==> src/rtl/seq_adder_if.sv <==
// rtl/seq_adder_if.sv - request/result bundle for the sequential adder
interface seq_adder_if #(
  parameter int WIDTH = 16
);
  logic             start;
  logic [WIDTH-1:0] a;
  logic [WIDTH-1:0] b;
  logic             cin;
  logic             busy;
  logic             done;
  logic [WIDTH-1:0] sum;
  logic             cout;
  logic             ovf;

  modport master (
    output start, a, b, cin,
    input  busy, done, sum, cout, ovf
  );

  modport slave (
    input  start, a, b, cin,
    output busy, done, sum, cout, ovf
  );
endinterface

==> src/rtl/seq_adder.sv <==
// rtl/seq_adder.sv - multi-cycle adder processing STEP bits per clock
module seq_adder #(
  parameter int WIDTH = 16,
  parameter int STEP  = 4
) (
  input  logic        clk,
  input  logic        rst_n,
  seq_adder_if.slave  bus
);
  localparam int N  = WIDTH / STEP;
  localparam int CW = (N > 1) ? $clog2(N) : 1;

  typedef enum logic [1:0] {IDLE, RUN, DONE} state_e;

  state_e           state_q, state_d;
  logic [CW-1:0]    cnt_q;
  logic [WIDTH-1:0] a_q, b_q, acc_q, acc_d, sum_q;
  logic             carry_q, cout_q, ovf_q;
  logic [STEP-1:0]  a_sl, b_sl;
  logic [STEP:0]    slice_res;
  logic             last_slice, msb_cin;

  always_comb begin
    a_sl  = '0;
    b_sl  = '0;
    acc_d = acc_q;
    for (int i = 0; i < N; i++) begin
      if (cnt_q == CW'(i)) begin
        a_sl = a_q[i*STEP +: STEP];
        b_sl = b_q[i*STEP +: STEP];
      end
    end
    slice_res = {1'b0, a_sl} + {1'b0, b_sl} + {{STEP{1'b0}}, carry_q};
    for (int i = 0; i < N; i++) begin
      if (cnt_q == CW'(i)) acc_d[i*STEP +: STEP] = slice_res[STEP-1:0];
    end
    last_slice = (cnt_q == CW'(N - 1));
    // carry into the MSB recovered from the MSB sum bit of the final slice
    msb_cin = slice_res[STEP-1] ^ a_sl[STEP-1] ^ b_sl[STEP-1];
  end

  always_comb begin
    state_d = state_q;
    unique case (state_q)
      IDLE:    if (bus.start) state_d = RUN;
      RUN:     if (last_slice) state_d = DONE;
      DONE:    state_d = IDLE;
      default: state_d = IDLE;
    endcase
  end

  always_ff @(posedge clk) begin
    if (!rst_n) begin
      state_q <= IDLE;
      cnt_q   <= '0;
      a_q     <= '0;
      b_q     <= '0;
      carry_q <= 1'b0;
      acc_q   <= '0;
      sum_q   <= '0;
      cout_q  <= 1'b0;
      ovf_q   <= 1'b0;
    end else begin
      state_q <= state_d;
      case (state_q)
        IDLE: begin
          if (bus.start) begin
            a_q     <= bus.a;
            b_q     <= bus.b;
            carry_q <= bus.cin;
            cnt_q   <= '0;
            acc_q   <= '0;
          end
        end
        RUN: begin
          acc_q   <= acc_d;
          carry_q <= slice_res[STEP];
          cnt_q   <= cnt_q + CW'(1);
          if (last_slice) begin
            sum_q  <= acc_d;
            cout_q <= slice_res[STEP];
            ovf_q  <= msb_cin ^ slice_res[STEP];
          end
        end
        default: ;
      endcase
    end
  end

  assign bus.busy = (state_q == RUN);
  assign bus.done = (state_q == DONE);
  assign bus.sum  = sum_q;
  assign bus.cout = cout_q;
  assign bus.ovf  = ovf_q;
endmodule

==> src/flat_wrapper.sv <==
// flat-port wrapper written by rule: the top's interface ports become plain ports
module seq_adder_flat 
#(
  parameter int WIDTH = 16,
  parameter int STEP  = 4
)
  (clk, rst_n, bus_start, bus_a, bus_b, bus_cin, bus_busy, bus_done, bus_sum, bus_cout, bus_ovf);
  seq_adder_if #(.WIDTH(WIDTH)) bus_i ();
  input  logic clk;
  input  logic rst_n;
  input wire logic [$bits(bus_i.start)-1:0] bus_start;
  input wire logic [$bits(bus_i.a)-1:0] bus_a;
  input wire logic [$bits(bus_i.b)-1:0] bus_b;
  input wire logic [$bits(bus_i.cin)-1:0] bus_cin;
  output wire logic [$bits(bus_i.busy)-1:0] bus_busy;
  output wire logic [$bits(bus_i.done)-1:0] bus_done;
  output wire logic [$bits(bus_i.sum)-1:0] bus_sum;
  output wire logic [$bits(bus_i.cout)-1:0] bus_cout;
  output wire logic [$bits(bus_i.ovf)-1:0] bus_ovf;
  assign bus_i.start = bus_start;
  assign bus_i.a = bus_a;
  assign bus_i.b = bus_b;
  assign bus_i.cin = bus_cin;
  assign bus_busy = bus_i.busy;
  assign bus_done = bus_i.done;
  assign bus_sum = bus_i.sum;
  assign bus_cout = bus_i.cout;
  assign bus_ovf = bus_i.ovf;
  seq_adder #(.WIDTH(WIDTH), .STEP(STEP)) u_core (.clk(clk), .rst_n(rst_n), .bus(bus_i));
endmodule
==> config.mk <==
export PLATFORM = sky130hd
export DESIGN_NAME = seq_adder_flat
export DESIGN_NICKNAME = d
export VERILOG_FILES = /design/src/rtl/seq_adder_if.sv /design/src/rtl/seq_adder.sv /design/src/flat_wrapper.sv
export SDC_FILE = /design/constraint.sdc
export NUM_CORES = 1
export LEC_CHECK = 0
export ABC_CLOCK_PERIOD_IN_PS = 4200
export CORE_UTILIZATION = 23
export CTS_CLUSTER_DIAMETER = 80
export CTS_CLUSTER_SIZE = 20
export DETAILED_ROUTE_END_ITERATION = 10
export HOLD_SLACK_MARGIN = 0.05
export PLACE_DENSITY = 0.46
export SYNTH_ARGS = -nofsm -noshare
export SYNTH_HDL_FRONTEND = slang
export SYNTH_SLANG_ARGS = --single-unit
==> constraint.sdc <==
create_clock -name clk -period 4.2 [get_ports clk]
set_clock_uncertainty 0.15 [all_clocks]
set_input_delay 0.84 -clock clk [delete_from_list [all_inputs] [get_ports clk]]
set_output_delay 0.84 -clock clk [all_outputs]
set_load 0.005 [all_outputs]
## After elaboration in Yosys (flattened, before gate mapping)

Index checks and enable logic that the tools add are counted.
Widths: inputs -> output; s select.

- Register bits after elaboration: 71
- Output and inout bits: 20
- Word-level logic and storage cells: 50

- Add/sub/neg operators: 3
- Equality and inequality tests: 7
- Mux-type cells: 21
- Bitwise gates (word level): 3
- Reduce and logical (&&, ||, !) cells: 7

Operator list:

| operator | count |
|---|---|
| $mux 4 | 12 |
| $pmux 16 s2 | 1 |
| $mux 16 | 1 |
| $pmux 2 s2 | 2 |
| $reduce_and 2->1 | 4 |
| $eq 2x2->1 const B | 3 |
| $mux 2 | 3 |
| $add 4x4->5 | 1 |
| $add 5x1->5 | 1 |
| $eq 2x1->1 const B | 2 |
| $logic_not 2->1 | 2 |
| $xor 1x1->1 | 3 |
| $add 2x1->2 const B | 1 |
| $ne 2x1->1 const B | 1 |
| $ne 2x2->1 const B | 1 |
| $pmux 1 s2 | 1 |
| $reduce_bool 2->1 | 1 |
| $mux 1 | 1 |

## Logic depth before layout (Yosys ltp)

Gate-level depths: netlist of run 1.

- Word-level depth: 10
- Mapped depth: 17
- Gate-level depth less buffers: 15

## Worst setup path before layout of run 1

Ideal clock, no wire load.

- Path type: flip-flop to flip-flop
- From: register u_core.cnt_q[0]
- To: register u_core.ovf_q, in the netlist u_core.bus.ovf
- Setup time: 0.117 ns
- Data arrival time: 2.996 ns
- Data required time: 3.933 ns
- Slack: 0.938 ns
- Stages on the path, launching flop included: 17
- Buffers on the path: 2
- Clock period less this slack: 3.262 ns
- Cells stage by stage: dfxtp_1 -> inv_1 -> ha_1 -> buf_2 -> buf_1 -> a21oi_1 -> a21oi_1 -> nor2_1 -> a21oi_1 -> fa_1 -> inv_1 -> fa_1 -> a21o_2 -> a21oi_1 -> xor2_1 -> xnor3_1 -> a22o_1

- Cells in the longest elaborated chain, start to end: 10

RTL lines:

| what | RTL line | RTL |
|---|---|---|
| start: declaration | seq_adder.sv:16 | `logic [CW-1:0] cnt_q;` |
| start signal: assignment | seq_adder.sv:78 | `cnt_q <= cnt_q + CW'(1);` |
| $logic_not 2->1 | seq_adder.sv:28 | `if (cnt_q == CW'(i)) begin` |
| $mux 4 (4 in series) | seq_adder.sv:28 |  |
| $add 4x4->5 | seq_adder.sv:33 | `slice_res = {1'b0, a_sl} + {1'b0, b_sl} + {{STEP{1'b0}}, carry_q};` |
| $add 5x1->5 | seq_adder.sv:33 |  |
| $xor 1x1->1 (2 in series) | seq_adder.sv:39 | `msb_cin = slice_res[STEP-1] ^ a_sl[STEP-1] ^ b_sl[STEP-1];` |
| $xor 1x1->1 | seq_adder.sv:82 | `ovf_q <= msb_cin ^ slice_res[STEP];` |
| end signal: assignment | seq_adder.sv:82 |  |
| end: declaration | seq_adder.sv:18 | `logic carry_q, cout_q, ovf_q;` |

Parallel ways exist; a longest one is shown, timed or not.
A chain may end at the register's enable or synchronous reset.

## Final worst setup path of run 1

Same ends and word-level chain as after synthesis.

==> results of run 1 <==
final timing paths:
kind | startpoint | endpoint | slack (ns) | cells past startpoint
worst max-delay path | u_core.cnt_q[0] | u_core.bus.ovf | 0.81 | 14
worst max register to register | u_core.cnt_q[0] | u_core.bus.ovf | 0.81 | 14
worst min-delay path | u_core.bus.sum[2] | u_core.bus.sum[2] | 0.30 | 2
worst min register to register | u_core.bus.sum[2] | u_core.bus.sum[2] | 0.30 | 2
cell usage in the layout (no fill, tap or decap), types with 2 or more instances in the layout:
cell and n:
inv_1 6, clkdlybuf4s50_1 55, nand3_1 3, o21ai_0 28
and2_1 2, a22oi_1 6, nor2b_1 15, clkbuf_16 9
buf_4 5, nand2_1 101, nor2_1 5, a21oi_1 15
a21boi_0 34, dfxtp_1 67, ha_1 7, a22o_1 3
mux2i_1 6, fa_1 2, o21ai_1 3, clkbuf_8 3
nand3b_1 6, clkinvlp_4 2, a32oi_1 6
cells by family after synthesis:
group / share of synthesized area
multiplexers: 0.01947
XOR/XNOR: 0.02190
AO/OA/AOI/OAI: 0.2259
adder cells (fa/ha/maj): 0.04136
flip-flops: 0.4347
AND/OR/NAND/NOR: 0.2076
buffers and inverters: 0.04907
sequential cells by signal, indices dropped and copies added (netlist names):
signal / flops
u_core.bus.cout: 1
u_core.bus.sum: 16
u_core.b_q: 16
u_core.carry_q: 1
u_core.bus.ovf: 1
u_core.state_q: 2
u_core.a_q: 16
u_core.cnt_q: 2
u_core.acc_q: 12
critical path, stage by stage, from the launching register on:
cell     delay (ns)
dfxtp_1        0.38
inv_1          0.10
ha_1           0.27
buf_4          0.24
a21oi_1        0.16
nor2_1         0.05
a21oi_1        0.18
fa_1           0.24
inv_1          0.06
fa_1           0.39
a21o_2         0.21
a21oi_1        0.25
xor2_1         0.18
xnor3_1        0.23
a22o_1         0.19
per-layer routing:
metal / GRT usage / up-vias / wire length [um]
li1: - / 1307 / -
met1: 0.1499 / 1145 / 3858
met2: 0.1882 / 55 / 3322
met3: 0.02955 / 10 / 307
met4: 0.04327 / 0 / 89
met5: 0 / - / 0
stage by stage:
step           total power (W)  setup WS (ns)  std cells    util
3_5_place_dp         0.0009151         0.7927        566  0.2936
6_report              0.001670         0.8083        582  0.3181
4_1_cts               0.001694         0.7863        582  0.3181
5_1_grt               0.001752         0.5866        582  0.3181
2_1_floorplan        0.0008326         0.9376        363       -
3_3_place_gp         0.0009118         0.9440        566  0.2936
power by group through the flow:
stage / Combinational (W) / Clock, W / Sequential (W)
floorplan: 0.000149 / 0 / 0.000683
global placement: 0.000222 / 0 / 0.000690
detailed placement: 0.000225 / 0 / 0.000690
CTS: 0.000225 / 0.000791 / 0.000677
global route: 0.000248 / 0.000825 / 0.000679
finish: 0.000221 / 0.000772 / 0.000677
layout make-up:
| class | count | share of cell area |
|---|---|---|
| inverter | 6 | 0.005520 |
| timing repair buffer | 60 | 0.1441 |
| sequential | 67 | 0.3287 |
| multi-input combinational | 261 | 0.3916 |
| clock buffer | 13 | 0.06624 |
| clock inverter | 3 | 0.01104 |
| tap | 172 | 0.05274 |
==> metrics.md, run 1 <==
| Metric | Value |
|---|---|
| Status | `completed` |
| P_sw | `about 0.00040 W` |
| Worst slew margin | `0.4285` |
| Synthesized net count | `408` |
| Initial DRC Count | `83` |
| Final Critical Period | `3.392 ns` |
| Clock Path Buffers | `2` |
| Combinational cell fraction of total power | `0.132` |
| Drt pass-1 iters | `4` |
| H-tree lvl count | `3` |
| Area post-placement | `3765 um^2` |
| Drt wl/cell | `13.02 um` |
| I/O pin count | `56` |
| PwrDens | `between 400 and 500 nW/um^2` |
| Routability cong. | `0.8171` |
| Vias | `roughly 2,500` |
| Worst Setup End Kind | `flip-flop` |
| CTS root buf | `clkbuf_16` |
| DR DRC count | `0` |
| Post-Synthesis Cells | `363` |
| Largest net degree at the start of global routing | `43` |
| Max_cap viols | `0` |
| Syn Area/Cell | `8.500 um^2` |
| Internal power | `0.001269 W` |
| Synth top cells by count | `101 x nand2_1, 67 x dfxtp_1, 34 x a21boi_0` |
| Initial antenna violation count | `0` |
| Cell with the most instances after synthesis | `nand2_1` |
| Post-CTS Resized | `0` |
| Inserted Diodes | `0` |
| CP required | `4.26 ns` |
| Worst-path clk slew | `0.06 ns` |
| Final-report setup violation count | `0` |
| Multi-input logic area | `~1600 um^2` |
| CTS tree | `done` |
| Fin area | `4080 um^2` |
| Flop pwr share | `0.405` |
| Die ar. | `13,880 um^2` |
| Initial Utilization | `0.2406` |
| GR Overflow Total | `0` |
| Synth area leaders | `dfxtp_1 43%, nand2_1 12%, a21boi_0 8.3%` |
| Routed Antenna Nets | `0` |
| # Post-CTS Setup Buffers | `0` |
| Vias in the first global route | `2,558` |
| Maximum VDD drop | `0.1831 mV` |
| Synth area leader | `dfxtp_1` |
| Vias per Instance | `4.325` |
| CP Class | `reg2reg` |
| Register area | `approximately 1300 um^2` |
| Clock latency on the worst-skew pair | `0.33 ns` |
| CTS buffer count | `9` |
| Unrepaired setup endpoints after global routing | `no` |
| Post-synth EDFFs | `0` |
| Register area share after synthesis | `0.4347` |
| Max FO, Critical Path | `22` |
| Estimated wirelength of the detail-placed design | `5552 um` |
| Hold Fails Final Rpt | `0` |
| Netlist Area Pre-Place | `3085 um^2` |
| Critical Path Start Type | `flip-flop` |
| Hold WS | `0.2981 ns` |
| Area growth syn-to-layout | `32.24%` |
| Filler cell count | `around 1,400` |
| Clock Sinks | `67` |
| Top cell type's share of synthesized area | `0.4347` |
| Leakage | `between 1 and 1.5 nW` |
| Routed Wire Length | `7578 um` |
| Fin nets | `450` |
| Clk pwr share | `0.462` |
| Die width | `approximately 120 um` |
| Worst Hold Class | `reg2reg` |
| Core area | `12,820 um^2` |
| Synth warn | `0` |
| Top_reg_cell synth | `dfxtp_1` |
| Worst Max-Slew Pin Slew | `0.8522 ns` |
| Fmax | `0.2948 GHz` |
| Synth Register Bits | `67` |
| Row count | `41` |
| Asr flop ratio synth | `0` |
| Library cells used by synthesis | `40` |
| PortBufs | `between 50 and 60` |
| Crit path arrival time | `about 3.5 ns` |
| CTS Hold Bufs | `0` |
| Layout cells sized above 1 | `0.08049` |
| Period utilisation layout | `0.8076` |
| First-pass GRT wire length | `12,790 um` |
| Total GRT Usage | `0.1170` |
| Sw Ratio | `0.2402` |
| Slew Limit Fails | `0` |
| Die Span Y | `117.8 um` |
| Fin Setup TNS | `0 ns` |
(Power assumes the default switching activity.)
==> run 2, diff against run 1 <==
--- a/config.mk
+++ b/config.mk
@@ -5,13 +5,13 @@
 export SDC_FILE = /design/constraint.sdc
 export NUM_CORES = 1
 export LEC_CHECK = 0
-export ABC_CLOCK_PERIOD_IN_PS = 4200
+export ABC_CLOCK_PERIOD_IN_PS = 2800
 export CORE_UTILIZATION = 23
 export CTS_CLUSTER_DIAMETER = 80
 export CTS_CLUSTER_SIZE = 20
 export DETAILED_ROUTE_END_ITERATION = 10
 export HOLD_SLACK_MARGIN = 0.05
-export PLACE_DENSITY = 0.46
+export PLACE_DENSITY = 0.48
 export SYNTH_ARGS = -nofsm -noshare
 export SYNTH_HDL_FRONTEND = slang
 export SYNTH_SLANG_ARGS = --single-unit
==> constraint.sdc (replaced) <==
create_clock -name clk -period 2.8 [get_ports clk]
set_clock_uncertainty 0.15 [all_clocks]
set_input_delay 0.56 -clock clk [delete_from_list [all_inputs] [get_ports clk]]
set_output_delay 0.56 -clock clk [all_outputs]
set_load 0.005 [all_outputs]
==> metrics.md, run 2 (same netlist as run 1, synthesis figures left out) <==
| Metric | Value |
|---|---|
| CTS buffer count | `9 (unchanged)` |
| CTS tree | `done` |
| Slew Limit Fails | `0 (unchanged)` |
| Initial antenna violation count | `0 (unchanged)` |
| First-pass GRT wire length | `12,830 um (+0.27%)` |
| DR DRC count | `0 (unchanged)` |
| Worst Hold Class | `reg2reg` |
| CTS Hold Bufs | `0 (unchanged)` |
| Core area | `12,820 um^2 (unchanged)` |
| Fin area | `4407 um^2 (+8.0%)` |
| Hold Startpoint | `u_core.bus.sum[10]` |
| Worst-path clk slew | `0.05 ns (about the same)` |
| Unrepaired setup endpoints after global routing | `yes` |
| H-tree lvl count | `3 (unchanged)` |
| Vias | `2,574 (+2.3%)` |
| Filler cell count | `1,376 (-0.94%)` |
| PwrDens | `594.7 nW/um^2 (+45%)` |
| Max FO, Critical Path | `5 (-77%)` |
| Fin worst setup slack | `-0.1252 ns (-0.9335 ns)` |
| Critical Path Start Type | `flip-flop` |
| Die ar. | `13,880 um^2 (unchanged)` |
| Most frequent cells in the layout | `101 x nand2_1, 65 x dfxtp_1, 55 x clkdlybuf4s50_1` |
| Drt pass-1 iters | `4 (unchanged)` |
| Final Critical Period | `2.925 ns (-0.4665 ns)` |
| Die width | `117.8 um (unchanged)` |
| Worst slew margin | `0.7493 (+0.3208)` |
| Clock latency on the worst-skew pair | `0.32 ns (about the same)` |
| Startpoint of the worst setup timing path | `u_core.cnt_q[0]` |
| Drt wl/cell | `12.85 um (-1.3%)` |
| Estimated wirelength of the detail-placed design | `5652 um (+1.8%)` |
| Routability cong. | `0.7754 (-5.1%)` |
| Clock Sinks | `67 (unchanged)` |
| Hold Fails Final Rpt | `0 (unchanged)` |
| Vias in the first global route | `2,516 (-1.6%)` |
| Area growth syn-to-layout | `42.82%` |
| Period utilisation layout | `1.045 (+0.2372)` |
| Fin nets | `477 (+6.0%)` |
| Pre-CTS setup slack | `-0.2157 ns (-1.008 ns)` |
| Initial DRC Count | `105 (+27%)` |
| CP required | `2.86 ns (-1.40 ns)` |
| PortBufs | `55 (unchanged)` |
| Worst Max-Slew Pin Slew | `0.3760 ns (-0.4762 ns)` |
| Layout cells sized above 1 | `0.1904 (+0.1099)` |
| Routed Antenna Nets | `0 (unchanged)` |
| I/O pin count | `56 (unchanged)` |
| Crit path arrival time | `2.99 ns (-0.46 ns)` |
| Most common cell after layout, fill and taps aside | `nand2_1` |
| Leakage | `1.605 nW (+10%)` |
| Total GRT Usage | `0.1173 (+0.0003351)` |
| Initial Utilization | `0.2406 (unchanged)` |
| Worst Setup End Kind | `flip-flop` |
| Vias per Instance | `4.234 (-2.1%)` |
| Inserted Diodes | `0 (unchanged)` |
| Clock Path Buffers | `2 (unchanged)` |
| RR Startpoint | `u_core.cnt_q[0]` |
| Maximum VDD drop | `0.2420 mV (+32%)` |
| Fin Setup TNS | `-0.1742 ns (-0.1742 ns)` |
| Max_cap viols | `0 (unchanged)` |
| Final-report setup violation count | `5 (+5)` |
| Violated checks | `negative setup slack` |
| CTS root buf | `clkbuf_16` |
| Total power | `0.002621 W (+57%)` |
| Row count | `41 (unchanged)` |
| Routed Wire Length | `7813 um (+3.1%)` |
| Die Span Y | `117.8 um (unchanged)` |
| Fmax | `0.3419 GHz (+16%)` |
| Area post-placement | `3956 um^2 (+5.1%)` |
| GR Overflow Total | `0 (unchanged)` |
| Status | `finished with violations` |
| Largest net degree at the start of global routing | `36 (-16%)` |
| CP Class | `reg2reg` |
-- run 2: path summary, 6_finish.rpt --
| check | end | slack [ns] | cells past startpoint |
|---|---|---|---|
| max reg2reg | u_core.bus.ovf | -0.13 | 15 |
| max | u_core.bus.ovf | -0.13 | 15 |
| min reg2reg | u_core.bus.sum[10] | 0.30 | 2 |
| min | u_core.bus.sum[10] | 0.30 | 2 |
-- run 2: report_power, final --
part	switching (W)	total (W)	internal [W]	leakage, nW
clock network	0.000402	0.00120	0.000795	0.154
logic	0.000204	0.000409	0.000205	0.904
registers	0.0000246	0.00102	0.000991	0.547
total	0.000631	0.00262	0.00199	1.61
-- run 2: layout make-up --
cell class | count | area, um^2 | share of cell area
Multi-Input combinational cell | 261 | 1699 | 0.3856
Sequential cell | 67 | 1346 | 0.3055
Timing Repair Buffer | 87 | 802.0 | 0.1820
Clock buffer | 10 | 239.0 | 0.05423
Tap cell | 172 | 215.2 | 0.04884
Clock inverter | 5 | 77.57 | 0.01760
Inverter | 6 | 27.53 | 0.006246
-- run 2: per-stage QoR --
stage | util | instances | hold WS, ns
after floorplan | - | 363 | 0.2935
after detailed placement | 0.3085 | 589 | 0.2929
after CTS | 0.3376 | 605 | 0.3058
final | 0.3436 | 608 | 0.2969
after global routing | 0.3436 | 608 | 0.3132
after global placement | 0.3085 | 589 | 0.2869
-- run 2: worst max-delay path, stage by stage (launching register included) --
cell and delay [ns]:
dfxtp_4 0.37, inv_4 0.05, ha_4 0.17, nand3b_1 0.07, a21oi_1 0.07, a21oi_1 0.12
nor2_1 0.06, a21oi_2 0.14, fa_2 0.24, inv_2 0.04, fa_2 0.35, a21o_2 0.22
a21oi_2 0.15, xor2_1 0.18, xnor3_1 0.24, a22o_1 0.18
-- run 2: what timing repair did --
item | CTS | global route
endpoints found under the setup margin | 13 | 14
buffers inserted | 1 | 4
gates resized for setup | 14 | 21
pin swaps | 2 | 15
-- run 2: layer usage --
layer / up-vias / global-route usage / part of all wire
met5: - / 0 / 0
met4: 0 / 0.03205 / 0.0065
met3: 6 / 0.03440 / 0.032
met2: 47 / 0.1816 / 0.46
met1: 1159 / 0.1575 / 0.51
li1: 1362 / - / -
==> run 3, diff against run 2 <==
--- a/config.mk
+++ b/config.mk
@@ -12,6 +12,7 @@
 export DETAILED_ROUTE_END_ITERATION = 10
 export HOLD_SLACK_MARGIN = 0.05
 export PLACE_DENSITY = 0.48
+export SLEW_MARGIN = 20
 export SYNTH_ARGS = -nofsm -noshare
 export SYNTH_HDL_FRONTEND = slang
 export SYNTH_SLANG_ARGS = --single-unit
==> results of run 3 <==
The final DEF is identical to that of run 2; final timing and power are the same.
